==> config.mk <==
export PLATFORM = sky130hd
export DESIGN_NAME = mux2_rr_arbiter
export DESIGN_NICKNAME = d
export VERILOG_FILES = /design/src/rtl/mux2_rr_arbiter.sv
export SDC_FILE = /design/constraint.sdc
export NUM_CORES = 1
export LEC_CHECK = 0
export ABC_CLOCK_PERIOD_IN_PS = 1800
export CORE_MARGIN = 2
export CORE_UTILIZATION = 38
export DETAILED_ROUTE_END_ITERATION = 8
export PLACE_DENSITY_LB_ADDON = 0.2
export SYNTH_ARGS = -nofsm -noshare
export SYNTH_HDL_FRONTEND = slang
export SYNTH_SLANG_ARGS = --single-unit
==> constraint.sdc <==
create_clock -name clk -period 1.8 [get_ports clk]
set_input_delay 0.45 -clock clk [delete_from_list [all_inputs] [get_ports clk]]
set_output_delay 0.45 -clock clk [all_outputs]
set_load 0.1 [all_outputs]
==> src/rtl/mux2_rr_arbiter.sv <==
// Two-source select-and-register stage with a round-robin, burst-limited arbiter.
// The winning word is captured into a single output register that is drained by valid/ready.
module mux2_rr_arbiter #(
  parameter int WIDTH = 8,
  parameter int BURST = 2
) (
  input  logic             clk,
  input  logic             rst,
  input  logic             i0_valid,
  input  logic [WIDTH-1:0] i0_data,
  output logic             i0_ready,
  input  logic             i1_valid,
  input  logic [WIDTH-1:0] i1_data,
  output logic             i1_ready,
  output logic             sel,
  output logic             y_valid,
  output logic [WIDTH-1:0] y,
  input  logic             y_ready
);

  localparam int CW = $clog2(BURST + 1);
  localparam logic [CW-1:0] CMAX = CW'(BURST);

  logic          last;
  logic [CW-1:0] burst_cnt;
  logic [CW-1:0] cnt_nxt;
  logic          load_en;
  logic          any_v;
  logic          rotate;
  logic          grant;
  logic          xfer;

  always_comb begin
    load_en = !y_valid | y_ready;
    any_v   = i0_valid | i1_valid;
    // an idle gap or an exhausted burst hands priority to the other side
    rotate  = (burst_cnt == '0) | (burst_cnt == CMAX);
    grant   = 1'b0;
    unique case (1'b1)
      (i0_valid & !i1_valid): grant = 1'b0;
      (!i0_valid & i1_valid): grant = 1'b1;
      (i0_valid & i1_valid):  grant = rotate ? ~last : last;
      default:                grant = 1'b0;
    endcase
    xfer     = load_en & any_v & !rst;
    i0_ready = xfer & !grant & i0_valid;
    i1_ready = xfer & grant & i1_valid;
    cnt_nxt  = CW'(1);
    if (grant == last && burst_cnt != '0)
      cnt_nxt = (burst_cnt == CMAX) ? CMAX : burst_cnt + CW'(1);
  end

  always_ff @(posedge clk or posedge rst) begin
    if (rst) begin
      y_valid   <= 1'b0;
      y         <= '0;
      sel       <= 1'b0;
      last      <= 1'b1;
      burst_cnt <= '0;
    end else if (load_en) begin
      if (any_v) begin
        y         <= grant ? i1_data : i0_data;
        sel       <= grant;
        y_valid   <= 1'b1;
        last      <= grant;
        burst_cnt <= cnt_nxt;
      end else begin
        y_valid   <= y_valid & ~y_ready;
        burst_cnt <= '0;
      end
    end
  end

endmodule

==> impl_metrics.yaml <==
layout:
  fin_area_um2: 1470
  multi_input_area_um2: 489
  synthToLayoutAreaGrowth_pct: 82.1
  nets: 153
  fillers: 139
  stdcell_count: 155
  drive_above_1_share: 0.406
  n_antenna_cell: 0
  seqCellArea_um2: 328
synth:
  synth_area_leaders: "dfrtp_1 (37%), o31ai_1 (7.4%), a31oi_1 (6.2%), nand4_1 (6.2%), a21oi_1 (4.9%)"
  syn_area_um2: 810
  yosys.cell_count.top_type: "dfrtp_1"
  synth_edf_count: 0
  synth.distinct_cells: 30
  yosysWarnings: 0
  syn_inst: 79
  synth_top_area_cell: "dfrtp_1"
  synth.top_cells.by_count: "dfrtp_1 (12), a21oi_1 (8), a31oi_1 (8), nand4_1 (8), o31ai_1 (8)"
  synth-main-ff-cell: "dfrtp_1"
  netlist.area_leader.share: 0.371
  synthArstFlopShare: 1.00
  syn_nets: 103
  avgSynthCellArea_um2: 10.2
  ys_seq_area_frac: 0.403
  synth-seq-cells: 13
routing:
  drtIter0Drc: 9
  drc: 0
  postRouteAntennaNets: 0
  viasPerCell: 5.68
  vias: 881
  wl_um: 2430
  drt_pre_antenna_iters: 4
  routedWlPerCell_um: 15.7
global_routing:
  overflow: 0
  antenna_found_initial: 0
  gr-usage-met3: 0.0536
  grt.busiest_layer: "met2"
  grt_util_met1: 0.249
  grt_pass1_wl_um: 4040
  grt_pass1_vias: 921
  grt_max_degree: 14
  grtUsageMet2: 0.360
  grt_usage: 0.213
clock_network:
  cts_buffers: 3
  cts_max_level: 1
  hold_buffers: 0
  clk_path_buf_depth: 2
  cts_tree: "yes"
  path_clk_slew_ns: 0.09
  cts_root_buf: "clkbuf_4"
  insertion_delay_ns: 0.29
  cts.sinks: 13
timing:
  worst-slew-pin-transition_ns: 0.337
  setup_slack_ns: -0.546
  whs_ns: 0.571
  min_period_over_period: 1.30
  rsz0062_at_grt: "true"
  slew_viol_final: 0
  min_period_ns: 2.35
  final.setup_skew_ns: 0.0104
  setup_tns_ns: -1.02
  fmax_mhz: 426
  setup_violations: 2
  hold_viol: 0
  slew_headroom: 0.775
die:
  core_um2: 1980
  die_h_um: 50.2
  die-area_um2: 2520
  row_count: 16
  start_util: 0.408
  die_width_um: 50.2
  ioPinCount: 33
critical_path:
  end_kind: "output pin"
  crit_arrival_ns: 1.90
  critPathMaxFanout: 4
  r2r-start: "burst_cnt[1]"
  cp-startpoint: "burst_cnt[1]"
  criticalPathCategory: "flop to output pin"
  start_kind: "flop"
  worstPathRequired_ns: 1.35
place:
  gp_congestion: 0.811
  portBuffers: 32
  hpwl_um: 1760
  placed_cell_area_um2: 1390
  dp_cells: 147
power:
  p_int_mw: 1.06
  powerDensity_nw_per_um2: 1380
  power_frac_clock: 0.094
  vdd_drop_max_mv: 1.13
  power_leakage_nw: 0.618
  p_switching_mw: 0.975
  combPwrFrac: 0.675
  seq_power_share: 0.232
  finalPower_mw: 2.03
  swShare: 0.480
flow_run:
  maxCapViolCount: 0
hold_path:
  hp-class: "input port to async pin"
outcome:
  outcome: "complete, but fails checks"
  violations: "negative setup slack"
[state kept, by name, indices dropped and copies added, names as in the netlist]
signal     count
y              8
last           1
sel            1
burst_cnt      2
y_valid        1
[cell families (layout without fill, tap and decap cells)]
kind of cell / count (synthesis) / count (layout) / synth area share
mux: 2 / 2 / 0.0278
buf+inv: 10 / 59 / 0.0680
simple gates: 22 / 22 / 0.212
flops: 13 / 13 / 0.403
compound gates: 29 / 29 / 0.243
fa+ha+maj: 3 / 3 / 0.0464
[worst max-delay path, cell delays in order, from the launching register on]
cell     delay [ns]
dfrtp_1        0.42
inv_2          0.08
ha_4           0.18
o211a_4        0.24
nor3_4         0.28
and3_4         0.24
buf_12         0.17
[path summary, 6_finish.rpt]
path / slack (ns) / cells past startpoint / endpoint
worst max-delay path: -0.55 / 6 / i1_ready
worst min-delay path: 0.57 / 3 / burst_cnt[1]
worst max register to register: 0.06 / 6 / y[5]
worst min register to register: 0.59 / 1 / sel
max in group asynchronous: 0.98 / 3 / last
min in group clk: 0.59 / 1 / sel
[final cells by class]
type,instances,share of cell area
repair buffers,51,0.395
flip-flops and latches,13,0.222
inverters,4,0.0102
clock buffers,4,0.0178
multi-input cells,56,0.332
well taps,27,0.0229
[layer usage]
layer	up-vias	wire length, um
met4	0	46
li1	414	-
met2	40	1230
met1	420	989
met3	7	165
met5	-	0
[power by group through the flow]
stage	clock (mW)	combinational (mW)	sequential (mW)
2_1_floorplan	0	0.394	0.840
3_3_place_gp	0	1.26	0.465
3_5_place_dp	0	1.28	0.469
4_1_cts	0.190	1.31	0.467
5_1_grt	0.205	1.45	0.483
6_report	0.191	1.37	0.470
[repair_timing]
item	in CTS	in global routing
buffers inserted	1	3
setup endpoints to repair	10	12
cloned	0	0
resized for setup	4	3
pin swaps	0	5
[through the flow]
step | worst slack [ns] | utilization
finish | -0.546 | 0.744
global route | -0.630 | 0.744
CTS | -0.529 | 0.725
detailed placement | -0.520 | 0.703
global placement | -0.482 | 0.703
floorplan | -0.874 | -
[placed cells by master (no fill, tap or decap), types with 2 or more instances in the layout]
| cell type | synthesis | final |
|---|---|---|
| nand4_1 | 8 | 8 |
| a21oi_1 | 8 | 8 |
| dfrtp_1 | 12 | 11 |
| ha_4 | 0 | 2 |
| clkbuf_4 | 0 | 3 |
| buf_12 | 0 | 12 |
| mux2_2 | 2 | 2 |
| nor4b_4 | 1 | 2 |
| o31ai_1 | 8 | 8 |
| clkdlybuf4s50_1 | 0 | 19 |
| inv_2 | 1 | 3 |
| buf_4 | 0 | 19 |
| a31oi_1 | 8 | 8 |
| nand2b_1 | 2 | 2 |
No activity file was read; power rests on OpenSTA's default activity.
==> RTL change 1, RTL diff (config.mk and constraints unchanged) <==
The parameter `BURST` goes from 2 to 8.
--- a/src/rtl/mux2_rr_arbiter.sv
+++ b/src/rtl/mux2_rr_arbiter.sv
@@ -4,3 +4,3 @@
   parameter int WIDTH = 8,
-  parameter int BURST = 2
+  parameter int BURST = 8
 ) (
Behaviour: not the same (a bounded check fails within 4 cycles, from zero or initial values and one cycle with rst high).
==> RTL change 1 against the unedited design <==
The flow still finishes with violations (negative setup slack). Hold slack lost 0.0082 ns. Synthesized area grew 0.31%. Sequential cell count grew 2. Total power shrank 9.6%. Clock power grew 4%. Final cell count grew 12%. First-iteration DRC count grew 130%. Sequential share of layout area grew 1.7 points. Design area grew 7.0%. Wire length grew 1.6%. Combinational power shrank 15%. Worst setup slack lost 0.019 ns. Critical path depth is the same. Largest cell class unchanged.
==> RTL change 1: results (changes against the unedited design) <==
Status
  – Status: finished with violations (unchanged)
  – Failing checks: negative setup slack (unchanged)

Timing
  – Clock skew: 0.002720 ns (was 0.01038 ns)
  – Hold WS: 0.5627 ns (was 0.5710 ns)
  – Setup TNS: -2.326 ns (was -1.020 ns)
  – Final Worst Setup Slack: -0.5649 ns (was -0.5455 ns)
  – Final setup viols: 10 (was 2)
  – Worst-margin pin slew: 0.3354 ns (was 0.3370 ns)

Critical path
  – Top delay family on crit path: simple AND/OR/NAND/NOR gates (unchanged)
  – R2R Path Start: burst_cnt[0]$_DFFE_PP0N_ (was burst_cnt[1]$_DFFE_PP0N_)
  – Worst r2r dst: y[2]$_DFFE_PP0P_ (was y[5]$_DFFE_PP0P_)
  – Slowest library cell on the worst path: dfstp_2 (was dfrtp_1)
  – Startpoint types: flop (unchanged)
  – Reg2reg path depth: 9 (was 6)
  – Reg2reg setup slack: -0.17 ns (was 0.06 ns)
  – CP peak stage delay: 0.56 ns (was 0.42 ns)
  – Worst-path maximum fanout: 3 (was 4)
  – CP startpoint: last$_DFFE_PP1P_ (was burst_cnt[1]$_DFFE_PP0N_)

Placed design
  – DP Area: 0.001443 mm^2 (was 0.001393 mm^2)
  – GPL Wtd Cong: 0.8162 (was 0.8107)
  – Pre-CTS setup slack: -0.6511 ns (was -0.5205 ns)
  – DP Wirelength: 1813 um (was 1764 um)

GRT
  – First-pass GRT wire length: 4105 um (was 4036 um)
  – Vias in the first global route: 937 (was 921)
  – Gr usage total: 22.07% (was 21.26%)
  – Pin count of the biggest net entering global routing: 18 (was 14)

Route
  – Wirelength per Cell: 14.17 um (was 15.66 um)
  – Vias/cell: 5.023 (was 5.684)
  – Iter 0 DRT Violations: 21 (was 9)

Final layout
  – Fin nets: 171 (was 153)
  – # fillers: 118 (was 139)
  – Largest registers: y: 8 flops, burst_cnt: 4 flops (was y: 8 flops, burst_cnt: 2 flops)
  – Share of cells above drive strength 1: 38.78% (was 40.63%)

Synth
  – Top cells by area, synth: dfrtp_1, mux2i_1, a21oi_1 (was dfrtp_1, o31ai_1, a31oi_1)
  – Synth Area in Compound Gates: 11.86% (was 24.27%)
  – Synth Area in Adders: 3.082% (was 4.637%)
  – Library cells used by synthesis: 28 (was 30)
  – YS warnings: 0 (unchanged)
  – Sequential fraction of the synthesis area: 46.38% (was 40.34%)
  – Syn Nets: 110 (was 103)
  – Mux contribution to synthesized area: 9.861% (was 2.782%)
  – Post-synth top cells: dfrtp_1, nand2_1, nor2_1, a21oi_1, mux2i_1 (was dfrtp_1, a21oi_1, a31oi_1, nand4_1, o31ai_1)

Pwr
  – Lkg Pwr: 0.0007175 uW (was 0.0006179 uW)
  – VDD IR max: 0.0008657 V (was 0.001131 V)

Min path
  – HP Start: sel$_DFFE_PP0P_
  – Hold path endpoint: sel$_DFFE_PP0P_
  – Worst hold path type: reg2reg (was in2async)

CTS
  – Max clock buf depth: 2 (unchanged)
  – Worst-path clk slew: 0.09 ns (about the same)
## RTL change 1: changes by cell type after synthesis, moves of 8 or more
cell     before  now
nor2_1        0   11
nand4_1       8    0
mux2i_1       0    8
o31ai_1       8    0
a31oi_1       8    0
nand2_1       1   12
## RTL change 1: area by class of cell
| type | instances | area [um^2] | area share (%) |
|---|---|---|---|
| repair buffers | 58 | 654.4 | 41.48 |
| multi-input cells | 66 | 470.5 | 29.82 |
| flip-flops and latches | 15 | 377.9 | 23.95 |
| well taps | 27 | 33.78 | 2.141 |
| clock buffers | 4 | 26.28 | 1.665 |
| inverters | 4 | 15.01 | 0.9516 |
## RTL change 1: worst max path at each step
stage / endpoint / slack [ns] / depth (start not counted)
2_1_floorplan: i0_ready / -0.77 / 6
3_5_place_dp: i1_ready / -0.65 / 6
4_1_cts: i1_ready / -0.60 / 7
6_report: i0_ready / -0.56 / 6
5_1_grt: i0_ready / -0.63 / 6
3_3_place_gp: i1_ready / -0.58 / 6
## RTL change 1: report_power, final
part | internal (uW) | switching [uW]
clock network | 86.3 | 112
logic | 541 | 626
registers | 408 | 65.1
total | 1030 | 803
## RTL change 1: worst min-delay path, stage by stage, from the launching register on
cell and delay [ns]:
dfrtp_1 0.41, nand2_1 0.07, nand2_1 0.06
## RTL change 1: repair_timing
| action | CTS | global route |
|---|---|---|
| pin swaps | 3 | 10 |
| endpoints found under the setup margin | 10 | 12 |
| buffers inserted | 2 | 8 |
| gates cloned | 0 | 0 |
| hold buffers | 0 | 0 |
| gates resized for setup | 6 | 9 |
## RTL change 1: cells by family (layout without fill, tap and decap cells)
kind of cell             count (synthesis)  in the layout
flip-flops                              15             15
buffers and inverters                    6             66
adder cells (fa/ha/maj)                  2              2
multiplexers                             8              8
AND/OR/NAND/NOR                         40             40
AO/OA/AOI/OAI                           16             16
## RTL change 1: per-layer routing
metal / wire length (um) / global-route usage (%) / up-vias
met2: 1371 / 39.25 / 32
met1: 891 / 24.29 / 413
met4: 42 / 9.722 / 0
li1: - / - / 424
met5: 0 / 0 / -
met3: 161 / 5.952 / 5
## RTL change 1: per-stage QoR
| step | cells | util (%) |
|---|---|---|
| finish | 174 | 79.61 |
| detailed placement | 162 | 72.79 |
| CTS | 168 | 76.58 |
| global route | 174 | 79.61 |
| global placement | 162 | 72.79 |
| floorplan | 87 | - |
==> RTL change 2, RTL diff (same flow settings) <==
Made on the original files. Make the reset (`rst`) synchronous in one clocked block.
--- a/src/rtl/mux2_rr_arbiter.sv
+++ b/src/rtl/mux2_rr_arbiter.sv
@@ -52,3 +52,3 @@
 
-  always_ff @(posedge clk or posedge rst) begin
+  always_ff @(posedge clk) begin
     if (rst) begin
Function: differs if rst is asserted again (counterexample within 4 cycles, from zero or initial values and one cycle with rst high); with rst held inactive, the same outputs for 10 cycles.
==> RTL change 2 against the unedited design <==
The run still ends with negative setup slack left. Synthesized area is 19% lower. Worst setup slack worse by 0.030 ns. Sequential cell count stayed put. Wire length is 23% higher. Design area is 5.0% lower. Count of clock-buffer cells in the layout stayed put.
Power is not compared: it rests on default switching activity, and its combinational part moved more than twofold at a synthesized area within 25%.
==> RTL change 2: results (changes against the unedited design) <==
Critical path
  – CP startpoint: y_ready (was burst_cnt[1]$_DFFE_PP0N_)
  – Worst-path maximum fanout: 3 (was 4)
  – R2R Path Start: burst_cnt[0]$_SDFFE_PP0N_ (was burst_cnt[1]$_DFFE_PP0N_)

Final layout
  – Fraction of area in registers: 19.03% (was 22.24%)
  – Layout clock area frac: 1.877% (was 1.783%)
  – Flip-flop and latch count: 13 (unchanged)
  – Share of cells above drive strength 1: 45.11% (was 40.63%)
  – # fillers: 69 (was 139)
  – Fin nets: 158 (was 153)
  – Number of multi-input logic gates: 61 (was 56)
  – Invs w/o clock: 3 (was 4)
  – Largest registers: y: 8 flops, burst_cnt: 2 flops (unchanged)
  – Signal buf overhead: 43.07% (was 39.47%)
  – Multi-input logic portion of the cell area: 33.60% (was 33.19%)
  – Fin cells: 149 (was 155)
  – Register Area: 266.5 um^2 (was 327.8 um^2)
  – Nonclk buf count: 52 (was 51)

Synth
  – Sequential fraction of the synthesis area: 39.92% (was 40.34%)
  – Top cells by area, synth: dfxtp_1, a21oi_1, a211oi_1 (was dfrtp_1, o31ai_1, a31oi_1)
  – Post-synth top cells: dfxtp_1, a21oi_1, nand2_1, nor2_1, a211oi_1 (was dfrtp_1, a21oi_1, a31oi_1, nand4_1, o31ai_1)
  – Main synth FF type: dfxtp_1 (was dfrtp_1)
  – Library cells used by synthesis: 23 (was 30)
  – Syn Nets: 104 (was 103)
  – Synthesized netlist cell count: 80 (was 79)

GRT
  – Vias in the first global route: 806 (was 921)
  – Pin count of the biggest net entering global routing: 10 (was 14)
  – First-pass GRT wire length: 3739 um (was 4036 um)
  – Initial antenna violation count: 0 (unchanged)
  – Gr usage total: 25.62% (was 21.26%)

Placed design
  – GPL Wtd Cong: 0.7784 (was 0.8107)
  – Pre-CTS setup slack: -0.6552 ns (was -0.5205 ns)
  – Placed cell count: 139 (was 147)
  – DP Area: 0.001246 mm^2 (was 0.001393 mm^2)
  – DP Wirelength: 1656 um (was 1764 um)

Timing
  – Slew margin rel.: 74.37% (was 77.49%)
  – Clock skew: 0.01037 ns (was 0.01038 ns)
  – Final setup viols: 12 (was 2)
  – Final Worst Setup Slack: -0.5752 ns (was -0.5455 ns)

Route
  – Iter 0 DRT Violations: 63 (was 9)
  – Antenna Violating Nets Remaining: 0 (unchanged)
  – DR vias: 884 (was 881)
  – Wirelength per Cell: 20.01 um (was 15.66 um)

Status
  – Failing checks: negative setup slack (unchanged)
  – Status: finished with violations (unchanged)

Min path
  – Worst hold path type: reg2reg (was in2async)
==> RTL change 2: stage by stage <==
step           util [%]  TNS, ns  total power (uW)
6_report          89.81   -2.022              1075
5_1_grt           89.81   -2.719              1111
4_1_cts           85.63   -1.047              1023
3_5_place_dp      79.94   -5.242             818.5
3_3_place_gp      79.94   -4.427             806.6
2_1_floorplan         -   -1.229             609.0
==> RTL change 2: critical path, cell delays in order <==
cell and delay (ns):
clkdlybuf4s50_1 0.48, nand2b_1 0.18, o21ai_1 0.18, buf_4 0.20
nor3_4 0.22, buf_12 0.20
==> RTL change 2: where the power goes <==
part	switching, uW	total [uW]	internal [uW]
registers	28.0	342	314
logic	319	547	227
clock network	100	186	86.0
==> RTL change 2: cells by family (layout without fill, tap and decap cells) <==
| group | after synthesis | in the layout | share of synthesized area, % |
|---|---|---|---|
| AO/OA/AOI/OAI | 27 | 27 | 26.49 |
| adder cells (fa/ha/maj) | 3 | 3 | 5.759 |
| buffers and inverters | 6 | 59 | 4.797 |
| flip-flops | 13 | 13 | 39.92 |
| AND/OR/NAND/NOR | 31 | 31 | 23.04 |
==> RTL change 2: per-layer routing <==
layer	up-vias	track usage, %	share of wire [%]
li1	390	-	-
met3	16	4.365	8.8
met5	-	0	0
met2	73	46.20	52
met4	0	8.824	3.7
met1	405	30.05	35
==> RTL change 2: final timing paths <==
path,endpoint,slack [ns],cells after the start
worst max-delay path,i0_ready,-0.58,6
worst min-delay path,burst_cnt[0]$_SDFFE_PP0N_,0.54,2
worst max register to register,y[6]$_SDFFE_PP0P_,-0.23,10
worst min register to register,burst_cnt[0]$_SDFFE_PP0N_,0.54,2
==> RTL change 2: repair_timing <==
item	in CTS	in global routing
cloned	1	1
buffers inserted	2	2
gates resized for setup	11	13
endpoints found under the setup margin	11	10
pin swaps	1	4
